[src/rtl/prop_pkg.sv]
// Shared types and constants for the propagation sequencer.
//   state_e        : sequencer FSM states
//   LFSR_TAPS      : Galois feedback mask for x^8+x^6+x^5+x^4+1
//   LFSR_ZERO_FIX  : substitute seed used when an all-zero seed is requested
//   lfsr_next()    : one Galois right-shift step
package prop_pkg;

  typedef enum logic [2:0] {
    IDLE = 3'd0,
    FWD  = 3'd1,
    LOSS = 3'd2,
    BWD  = 3'd3,
    DONE = 3'd4
  } state_e;

  localparam logic [7:0] LFSR_TAPS     = 8'hB8;
  localparam logic [7:0] LFSR_ZERO_FIX = 8'hFF;

  // Right-shifting Galois step: when the bit leaving at the bottom is 1,
  // the tap mask is folded back in. A non-zero state never maps to zero.
  function automatic logic [7:0] lfsr_next(input logic [7:0] v);
    return (v >> 1) ^ (v[0] ? LFSR_TAPS : 8'h00);
  endfunction

endpackage

[src/rtl/lfsr8.sv]
// 8-bit maximal-length Galois LFSR (period 255), advancing every cycle
// that is not a reset cycle.
//   clk_in  : clock
//   rst_in  : synchronous active-high reset, loads the seed
//   rnd_out : current LFSR state
module lfsr8
  import prop_pkg::*;
#(
  parameter logic [7:0] SEED = 8'hA5
) (
  input  logic       clk_in,
  input  logic       rst_in,
  output logic [7:0] rnd_out
);

  // An all-zero state would lock the register, so such a seed is remapped.
  localparam logic [7:0] SEED_EFF = (SEED == 8'h00) ? LFSR_ZERO_FIX : SEED;

  logic [7:0] rnd_q, rnd_d;

  always_comb begin
    rnd_d = lfsr_next(rnd_q);
  end

  always_ff @(posedge clk_in) begin
    if (rst_in) rnd_q <= SEED_EFF;
    else        rnd_q <= rnd_d;
  end

  assign rnd_out = rnd_q;

endmodule

[src/rtl/prop_sequencer.sv]
// Propagation sequencer: per sample, pulses the forward strobes layer
// 0..N-1, a loss-latch strobe, then (training only) the backward strobes
// layer N-1..0, then a one-cycle done. Each step lasts GAP+1 cycles with
// the strobe on the first cycle only. Also broadcasts the LFSR stream.
//   clk_in, rst_in    : clock, synchronous active-high reset
//   sample_valid_in   : sample available (handshake with sample_ready_out)
//   train_en_in       : captured at handshake, enables the backward pass
//   sample_ready_out  : high in IDLE only
//   fd_prop_out       : one-hot forward strobe per layer
//   loss_latch_out    : loss capture strobe
//   bk_prop_out       : one-hot backward strobe per layer
//   done_out          : one-cycle completion pulse
//   busy_out          : high outside IDLE
//   rnd_out           : shared random byte
//   sample_count_out  : completed training samples (wrapping)
module prop_sequencer
  import prop_pkg::*;
#(
  parameter int         NUM_LAYERS = 3,
  parameter int         GAP        = 0,
  parameter logic [7:0] SEED       = 8'hA5
) (
  input  logic                  clk_in,
  input  logic                  rst_in,
  input  logic                  sample_valid_in,
  input  logic                  train_en_in,
  output logic                  sample_ready_out,
  output logic [NUM_LAYERS-1:0] fd_prop_out,
  output logic                  loss_latch_out,
  output logic [NUM_LAYERS-1:0] bk_prop_out,
  output logic                  done_out,
  output logic                  busy_out,
  output logic [7:0]            rnd_out,
  output logic [15:0]           sample_count_out
);

  localparam int IDX_W = (NUM_LAYERS > 1) ? $clog2(NUM_LAYERS) : 1;
  localparam int GAP_W = (GAP > 0) ? $clog2(GAP + 1) : 1;
  localparam logic [IDX_W-1:0] LAST_IDX = IDX_W'(NUM_LAYERS - 1);
  localparam logic [GAP_W-1:0] GAP_MAX  = GAP_W'(GAP);

  state_e                  state_q, state_d;
  logic [IDX_W-1:0]        idx_q, idx_d;
  logic [GAP_W-1:0]        gap_q, gap_d;
  logic                    train_q, train_d;
  logic [NUM_LAYERS-1:0]   fd_q, fd_d;
  logic [NUM_LAYERS-1:0]   bk_q, bk_d;
  logic                    loss_q, loss_d;
  logic                    done_q, done_d;
  logic [15:0]             count_q, count_d;
  logic                    step_end;

  always_comb begin
    state_d  = state_q;
    idx_d    = idx_q;
    gap_d    = gap_q;
    train_d  = train_q;
    count_d  = count_q;
    step_end = (gap_q == GAP_MAX);

    case (state_q)
      IDLE: begin
        if (sample_valid_in) begin
          state_d = FWD;
          idx_d   = '0;
          gap_d   = '0;
          train_d = train_en_in;
        end
      end
      FWD: begin
        if (step_end) begin
          gap_d = '0;
          if (idx_q == LAST_IDX) state_d = LOSS;
          else                   idx_d   = idx_q + IDX_W'(1);
        end else begin
          gap_d = gap_q + GAP_W'(1);
        end
      end
      LOSS: begin
        if (step_end) begin
          gap_d = '0;
          if (train_q) begin
            state_d = BWD;
            idx_d   = LAST_IDX;
          end else begin
            state_d = DONE;
          end
        end else begin
          gap_d = gap_q + GAP_W'(1);
        end
      end
      BWD: begin
        if (step_end) begin
          gap_d = '0;
          if (idx_q == '0) state_d = DONE;
          else             idx_d   = idx_q - IDX_W'(1);
        end else begin
          gap_d = gap_q + GAP_W'(1);
        end
      end
      DONE: begin
        state_d = IDLE;
        idx_d   = '0;
        gap_d   = '0;
      end
      default: state_d = IDLE;
    endcase

    // Strobes are registered from the next-state view so that each one
    // lands on the first cycle of its step. gap_d returns to 0 only when
    // a new step starts, which makes it the step-start marker.
    fd_d   = (state_d == FWD && gap_d == '0) ? (NUM_LAYERS'(1) << idx_d) : '0;
    bk_d   = (state_d == BWD && gap_d == '0) ? (NUM_LAYERS'(1) << idx_d) : '0;
    loss_d = (state_d == LOSS && gap_d == '0);
    done_d = (state_d == DONE);

    // DONE is only entered from LOSS/BWD and lasts one cycle, so this
    // fires once per completed training sample, visible during DONE.
    if (state_d == DONE && train_q) count_d = count_q + 16'd1;
  end

  always_ff @(posedge clk_in) begin
    if (rst_in) begin
      state_q <= IDLE;
      idx_q   <= '0;
      gap_q   <= '0;
      train_q <= 1'b0;
      fd_q    <= '0;
      bk_q    <= '0;
      loss_q  <= 1'b0;
      done_q  <= 1'b0;
      count_q <= '0;
    end else begin
      state_q <= state_d;
      idx_q   <= idx_d;
      gap_q   <= gap_d;
      train_q <= train_d;
      fd_q    <= fd_d;
      bk_q    <= bk_d;
      loss_q  <= loss_d;
      done_q  <= done_d;
      count_q <= count_d;
    end
  end

  lfsr8 #(.SEED(SEED)) u_lfsr (
    .clk_in  (clk_in),
    .rst_in  (rst_in),
    .rnd_out (rnd_out)
  );

  assign sample_ready_out = (state_q == IDLE);
  assign busy_out         = (state_q != IDLE);
  assign fd_prop_out      = fd_q;
  assign bk_prop_out      = bk_q;
  assign loss_latch_out   = loss_q;
  assign done_out         = done_q;
  assign sample_count_out = count_q;

endmodule

[config.mk]
export PLATFORM = sky130hd
export DESIGN_NAME = prop_sequencer
export DESIGN_NICKNAME = d
export VERILOG_FILES = /design/src/rtl/prop_pkg.sv /design/src/rtl/lfsr8.sv /design/src/rtl/prop_sequencer.sv
export SDC_FILE = /design/constraint.sdc
export NUM_CORES = 1
export LEC_CHECK = 0
export ABC_AREA = 1
export CAP_MARGIN = 0
export CORE_MARGIN = 2
export CORE_UTILIZATION = 45
export DETAILED_ROUTE_END_ITERATION = 6
export GPL_TIMING_DRIVEN = 0
export PLACE_DENSITY = 0.81
export SLEW_MARGIN = 30
export SYNTH_ARGS = -nofsm -noshare
export SYNTH_HDL_FRONTEND = slang
export SYNTH_HIERARCHICAL = 1
export SYNTH_SLANG_ARGS = --single-unit
[constraint.sdc]
create_clock -name clk_in -period 1.3 [get_ports clk_in]
set_input_delay 0.26 -clock clk_in [delete_from_list [all_inputs] [get_ports clk_in]]
set_output_delay 0.26 -clock clk_in [all_outputs]
set_load 0.02 [all_outputs]
==> results of run 1 <==
[power by group]
part	internal, mW	switching [mW]
clock	0.572	0.471
combinational	0.165	0.218
sequential	1.22	0.0280
[layout make-up]
class | count | area (um^2)
multi-input cells | 179 | 1201
fillers | 250 | 969.7
flip-flops and latches | 39 | 813.3
repair buffers | 69 | 584.3
inverters | 34 | 141.4
plain buffers | 10 | 86.33
clock buffers | 5 | 68.82
well taps | 50 | 62.56
clock inverters | 3 | 43.79
[flip-flops by register name, indices dropped and copies added, names as in the netlist]
register / count
gap_q: 1
train_q: 1
idx_q: 2
fd_prop_out: 3
u_lfsr/rnd_out: 8
loss_latch_out: 1
state_q: 3
bk_prop_out: 3
sample_count_out: 16
done_out: 1
[through the flow]
step / setup TNS [ps] / cells / hold slack [ps]
2_1_floorplan: 0 / 262 / 329.1
3_3_place_gp: -8876 / 349 / 410.5
3_5_place_dp: -9319 / 349 / 414.3
4_1_cts: -1763 / 378 / 426.9
5_1_grt: -4655 / 389 / 456.9
6_report: -3474 / 389 / 423.6
[cells in the final DEF (no fill, tap or decap), types with 9 or more instances in the layout]
master         count
buf_6             15
dfxtp_1           25
clkbuf_2          10
dlygate4sd2_1     15
inv_1             22
nor2_4            10
a21oi_1            9
nand2_1           46
nor2_1            33
nand2_2           11
nand3_1           10
buf_4             26
[what timing repair did]
item | in CTS | in global routing
hold endpoints to repair | 0 | 0
setup endpoints to repair | 63 | 45
buffers inserted | 19 | 13
gates cloned | 2 | 0
pin swaps | 20 | 21
gates resized for setup | 138 | 64
[worst register-to-register path: stages (launching register included)]
cell and delay [ps]:
dfxtp_4 360, inv_4 70, ha_4 140, inv_4 40, nor2_4 110, nand3_4 130, inv_4 110, buf_6 140
nand2_4 60, o21ai_1 190, a21oi_1 100
[metal layers]
layer,vias up,wire (um),GRT usage
li1,975,-,-
met5,-,0,0
met2,142,3092,0.4114
met1,984,2385,0.2774
met3,29,499,0.03783
met4,0,221,0.1075
[path summary, 6_finish.rpt]
check	from	end	slack, ps	cells past startpoint
min	u_lfsr/rnd_out[7]	u_lfsr/rnd_out[6]	420	2
min reg2reg	u_lfsr/rnd_out[7]	u_lfsr/rnd_out[6]	420	2
max reg2reg	idx_q[0]	sample_count_out[4]	-260	10
max	idx_q[0]	sample_count_out[4]	-260	10
[cell families after synthesis]
kind of cell             Yosys count
AO/OA/AOI/OAI                     29
XOR/XNOR                           3
adder cells (fa/ha/maj)            6
buffers and inverters             44
flip-flops                        39
AND/OR/NAND/NOR                  141
==> run_results.csv, run 1 <==
group,metric,value,unit
floorplan,core-area,3971,um^2
cts,insertion_delay,300,ps
global_routing,grt_use_total,0.2341,
timing,setup_viol,28,
synthesis,synth_most_common_cell,"nand2_1",
setup_path,path_delay_family,"buffers and inverters",
power_and_ir_drop,p_total,2.677,mW
setup_path,cp.buffers_inverters,4,
setup_path,crit_chain,"inv_4, ha_4, inv_4, nor2_4, nand3_4, inv_4, buf_6, nand2_4, o21ai_1, a21oi_1",
routing,dr.pass1.iters,5,
synthesis,ys_top_cells_by_area,"dfxtp_1 42%, nand2_1 12%, nor2_1 9.2%, inv_1 6.9%, nand3_1 5.2%",
cts,htree_levels,2,
timing,fmax,639.3,MHz
global_routing,grt-ovfl-total,0,
routing,avgViaCountPerCell,5.476,
timing,setup_slack,-264.2,ps
synthesis,synthCells,262,
cts,cts_buffers,5,
synthesis,yosysSeqAreaShare,0.4231,
global_routing,antenna_found_initial,0,
timing,hold_viol,0,
floorplan,rows,23,
timing,fin_skew,8.035,ps
synthesis,synth_xor_area_frac,0.01424,
synthesis,synth_compound_area_frac,0.08203,
routing,drt_iter0_markers,249,
synthesis,synthAdderAreaFrac,0.04068,
synthesis,synth_mux_area_frac,0,
synthesis,syn-num-nets,272,
setup_path,cp_slowest_stage_delay,360,ps
synthesis,synthSimpleGateAreaFrac,0.3302,
synthesis,synth_top_family_by_area,"simple AND/OR/NAND/NOR gates",
layout,diodes,0,
setup_path,cp_max_fo,5,
min_path,min_path_type,"reg2reg",
power_and_ir_drop,p_leak,1.402,nW
timing,rsz0062_at_grt,"yes",
placed_design,portBuffers,37,
synthesis,netlist_area,1846,um^2
layout,drive_gt1_frac,0.4543,
setup_path,crit_top_cell,"inv_4",
synthesis,synth_ff_type,"dfxtp_1",
cts,ctsHoldBuffers,0,
synthesis,async_flop_share,0,
run,cap_violations,0,
layout,nNetsFinal,348,
setup_path,endpoint_kind,"flop",
floorplan,start_util,0.4647,
synthesis,synth_area_per_cell,7.044,um^2
layout,final_cell_area,3002,um^2
placed_design,placed_cell_area,2310,um^2
routing,ant_nets,0,
power_and_ir_drop,powerDensity,891.8,nW/um^2
synthesis,yosys.area.top_type_share,0.4231,
synthesis,synth.distinct_cells,24,
cts,cts-root-buf,"clkbuf_8",
synthesis,synth_edf_count,0,
status,status,"complete, but fails checks",
power_and_ir_drop,peakVddDrop,0.9499,mV
cts,cts_tree,"done",
synthesis,synthTopCellsByCount,"60 x nand2_1, 45 x nor2_1, 39 x dfxtp_1, 34 x inv_1, 19 x nand3_1",
routing,wl_per_cell,15.93,um
status,violations,"negative setup slack",
placed_design,place_ws,-359.5,ps
timing,period_share,1.203,
floorplan,die_x,68.04,um
layout,syn2layout_area_growth,62.64,%
cts,clk_transition_reported_paths,80,ps
setup_path,start_kind,"flop",
floorplan,dieHeight,68.04,um
setup_path,crit_required,1480,ps
setup_path,cp_data_arrival_time,1750,ps
timing,max_slew_margin,0.6345,
cts,clock-sinks,39,
floorplan,num_io_pins,38,
routing,drc,0,
global_routing,grt_pass1_wl,8.066,mm
synthesis,synth_top_cell_by_area,"dfxtp_1",
setup_path,crit_slowest_cell,"dfxtp_4",
routing,routed_wl,6.198,mm
timing,period_minus_slack,1564,ps
cts,clockBufferDepth,2,
timing,final-max-slew-violation-count,0,
global_routing,grt_pass1_vias,1794,
setup_path,criticalPathCategory,"reg2reg",
layout,fin_util,0.7558,
floorplan,dieArea,4629,um^2
synthesis,synth_warnings,6,
synthesis,ys_ff_latch,39,
placed_design,hpwl,2.944,mm
timing,worst_pin_slew,548.2,ps
global_routing,grt_max_degree,14,
placed_design,place.gp.congestion,0.9267,
routing,vias,2130,
Power figures use the tool's default switching activity.
==> run 2: changes to the inputs <==
CELL_PAD_IN_SITES_DETAIL_PLACEMENT = 1   (was not set)
CELL_PAD_IN_SITES_GLOBAL_PLACEMENT = 1   (was not set)
CORE_UTILIZATION = 40   (was 45)
DONT_BUFFER_PORTS = 1   (was not set)
SYNTH_HIERARCHICAL = not set   (was 1)
==> run 2 against run 1 <==
Effect of this change: the run still ends with negative setup slack left; cell count decreased by 4.6%; clock power increased by 4%; combinational power decreased by 28%; setup slack got worse by 54 ps.
==> run_results.csv, run 2 <==
group,metric,value,unit
synthesis,yosys.area.top_type_share,0.3920,
setup_path,rr_endpoint,"fd_prop_out[1]",
timing,fin_skew,3.756,ps
min_path,hold_end,"train_q",
timing,worst_pin_slew,804.7,ps
floorplan,dieHeight,74.57,um
routing,avgViaCountPerCell,5.256,
timing,hold_viol,0,
setup_path,endpoint_kind,"flop",
run,cap_violations,0,
layout,mostFrequentLayoutCells,"56 x nand2_1, 30 x nor2_1, 22 x inv_1",
timing,rsz0062_at_grt,"yes",
synthesis,synth.distinct_cells,28,
timing,setup_slack,-318.1,ps
routing,ant_nets,0,
synthesis,netlist_area,1992,um^2
routing,wl_per_cell,17.39,um
timing,final-max-slew-violation-count,0,
timing,max_slew_margin,0.4635,
timing,fmax,618.0,MHz
min_path,worstHoldStart,"train_en_in",
min_path,holdPathStages,2,
synthesis,synth_area_per_cell,7.165,um^2
layout,diodes,0,
setup_path,start_kind,"flop",
power_and_ir_drop,p_leak,1.107,nW
synthesis,synth_most_common_cell,"nand2_1",
routing,drc,0,
timing,period_share,1.245,
global_routing,grt_pass1_vias,1903,
global_routing,grt_use_total,0.2266,
layout,mostFrequentLayoutCell,"nand2_1",
power_and_ir_drop,peakVddDrop,0.4181,mV
floorplan,die_x,74.57,um
synthesis,ys_top_cells_by_area,"dfxtp_1 39%, nand2_1 13%, nor2_1 7.5%, inv_1 5.1%, nand3_1 4.3%",
layout,largest_reg_flops,16,
timing,period_minus_slack,1618,ps
layout,final_cell_area,2705,um^2
cts,clock-sinks,39,
placed_design,place.gp.congestion,0.8438,
synthesis,synth_top_cell_by_area,"dfxtp_1",
layout,syn2layout_area_growth,35.80,%
synthesis,synthCells,278,
cts,clockBufferDepth,2,
synthesis,async_flop_share,0,
cts,cts_tree,"done",
setup_path,criticalPathCategory,"reg2reg",
global_routing,antenna_found_initial,0,
floorplan,rows,25,
floorplan,num_io_pins,38,
synthesis,synth_ff_type,"dfxtp_1",
floorplan,core-area,4755,um^2
layout,register_area,828.3,um^2
floorplan,dieArea,5560,um^2
synthesis,synth_warnings,0,
synthesis,ys_ff_latch,39,
synthesis,syn-num-nets,288,
routing,routed_wl,6.452,mm
layout,fin_util,0.5689,
cts,cts-root-buf,"clkbuf_8",
layout,multi_input_area,1280,um^2
synthesis,synth_edf_count,0,
cts,htree_levels,2,
setup_path,rr_startpoint,"idx_q[0]",
setup_path,reg2reg_depth,9,
placed_design,portBuffers,0,
layout,fillers,589,
timing,setup_viol,28,
placed_design,hpwl,3.757,mm
layout,nNetsFinal,313,
power_and_ir_drop,powerDensity,970.8,nW/um^2
cts,clk_transition_reported_paths,80,ps
status,violations,"negative setup slack",
min_path,min_path_type,"in2reg",
floorplan,start_util,0.4189,
global_routing,grt_pass1_wl,9.266,mm
global_routing,grt_max_degree,13,
placed_design,placed_cell_area,2125,um^2
setup_path,cp_data_arrival_time,1850,ps
status,status,"complete, but fails checks",
routing,dr.pass1.iters,4,
routing,drt_iter0_markers,89,
cts,ctsHoldBuffers,0,
setup_path,cp_max_fo,5,
routing,vias,1950,
synthesis,yosysSeqAreaShare,0.3920,
cts,cts_buffers,5,
layout,drive_gt1_frac,0.4112,
setup_path,crit_required,1530,ps
cts,insertion_delay,300,ps
global_routing,grt-ovfl-total,0,
synthesis,synthTopCellsByCount,"69 x nand2_1, 40 x nor2_1, 39 x dfxtp_1, 27 x inv_1, 17 x nand3_1",
setup_path,rrSetupSlack,-320,ps
run 2: power breakdown:
group / switching, mW / internal, mW / total (mW)
Clock: 0.456 / 0.621 / 1.08
Sequential: 0.0569 / 1.21 / 1.27
Combinational: 0.175 / 0.102 / 0.278
run 2: worst max-delay path by stage:
stage / startpoint / to / depth (start not counted)
6_report: idx_q[0] / fd_prop_out[1] / 9
5_1_grt: idx_q[0] / fd_prop_out[1] / 9
4_1_cts: idx_q[0] / sample_count_out[3] / 12
3_5_place_dp: idx_q[1] / sample_count_out[3] / 11
3_3_place_gp: idx_q[1] / bk_prop_out[2] / 8
2_1_floorplan: idx_q[1] / sample_count_out[14] / 11
run 2: per-stage QoR:
step	hold slack (ps)	std cells	worst slack, ps	power (mW)	TNS (ps)
CTS	161.6	368	-191.1	2.615	-3233
detailed placement	415.6	345	-255.3	1.507	-5200
finish	221.9	371	-318.1	2.626	-5899
global route	207.6	371	-383.4	2.723	-7764
global placement	412.2	345	-215.5	1.498	-4029
floorplan	403.4	278	-49.64	1.460	-517.9
run 2: final cells by class:
type                            instances  area share
Clock inverter                          2     0.01295
Multi-Input combinational cell        198      0.4732
Buffer                                 10     0.02960
Timing Repair Buffer                   18     0.06522
Tap cell                               67     0.03099
Inverter                               31     0.05134
Clock buffer                            6     0.03053
Sequential cell                        39      0.3062
run 2: timing repair:
action                     4_1_cts  5_1_grt
cloned                           1        0
resized for setup               47       42
buffers inserted                14        4
pin swaps                       17       16
setup endpoints to repair       30       31
run 2: kinds of logic (layout without fill, tap and decap cells):
kind of cell | after synthesis | in the layout | synth area share
AND/OR/NAND/NOR | 149 | 149 | 0.3291
buffers and inverters | 41 | 67 | 0.09925
flip-flops | 39 | 39 | 0.3920
AO/OA/AOI/OAI | 34 | 34 | 0.1024
XOR/XNOR | 9 | 9 | 0.03957
adder cells (fa/ha/maj) | 6 | 6 | 0.03769
run 2: per-layer routing:
| layer | global-route usage | routed length [um] |
|---|---|---|
| met4 | 0.09325 | 288 |
| met5 | 0 | 0 |
| met2 | 0.4031 | 3181 |
| met3 | 0.05014 | 342 |
| met1 | 0.2616 | 2640 |
run 2: critical path: stages, from the launching register on:
cell     delay [ps]
dfxtp_4         370
buf_6           130
ha_1            210
o21ai_2         170
nor2_1           80
nor2_1          140
nand3_2         190
inv_2           100
nand2_2          50
nor2_1          110
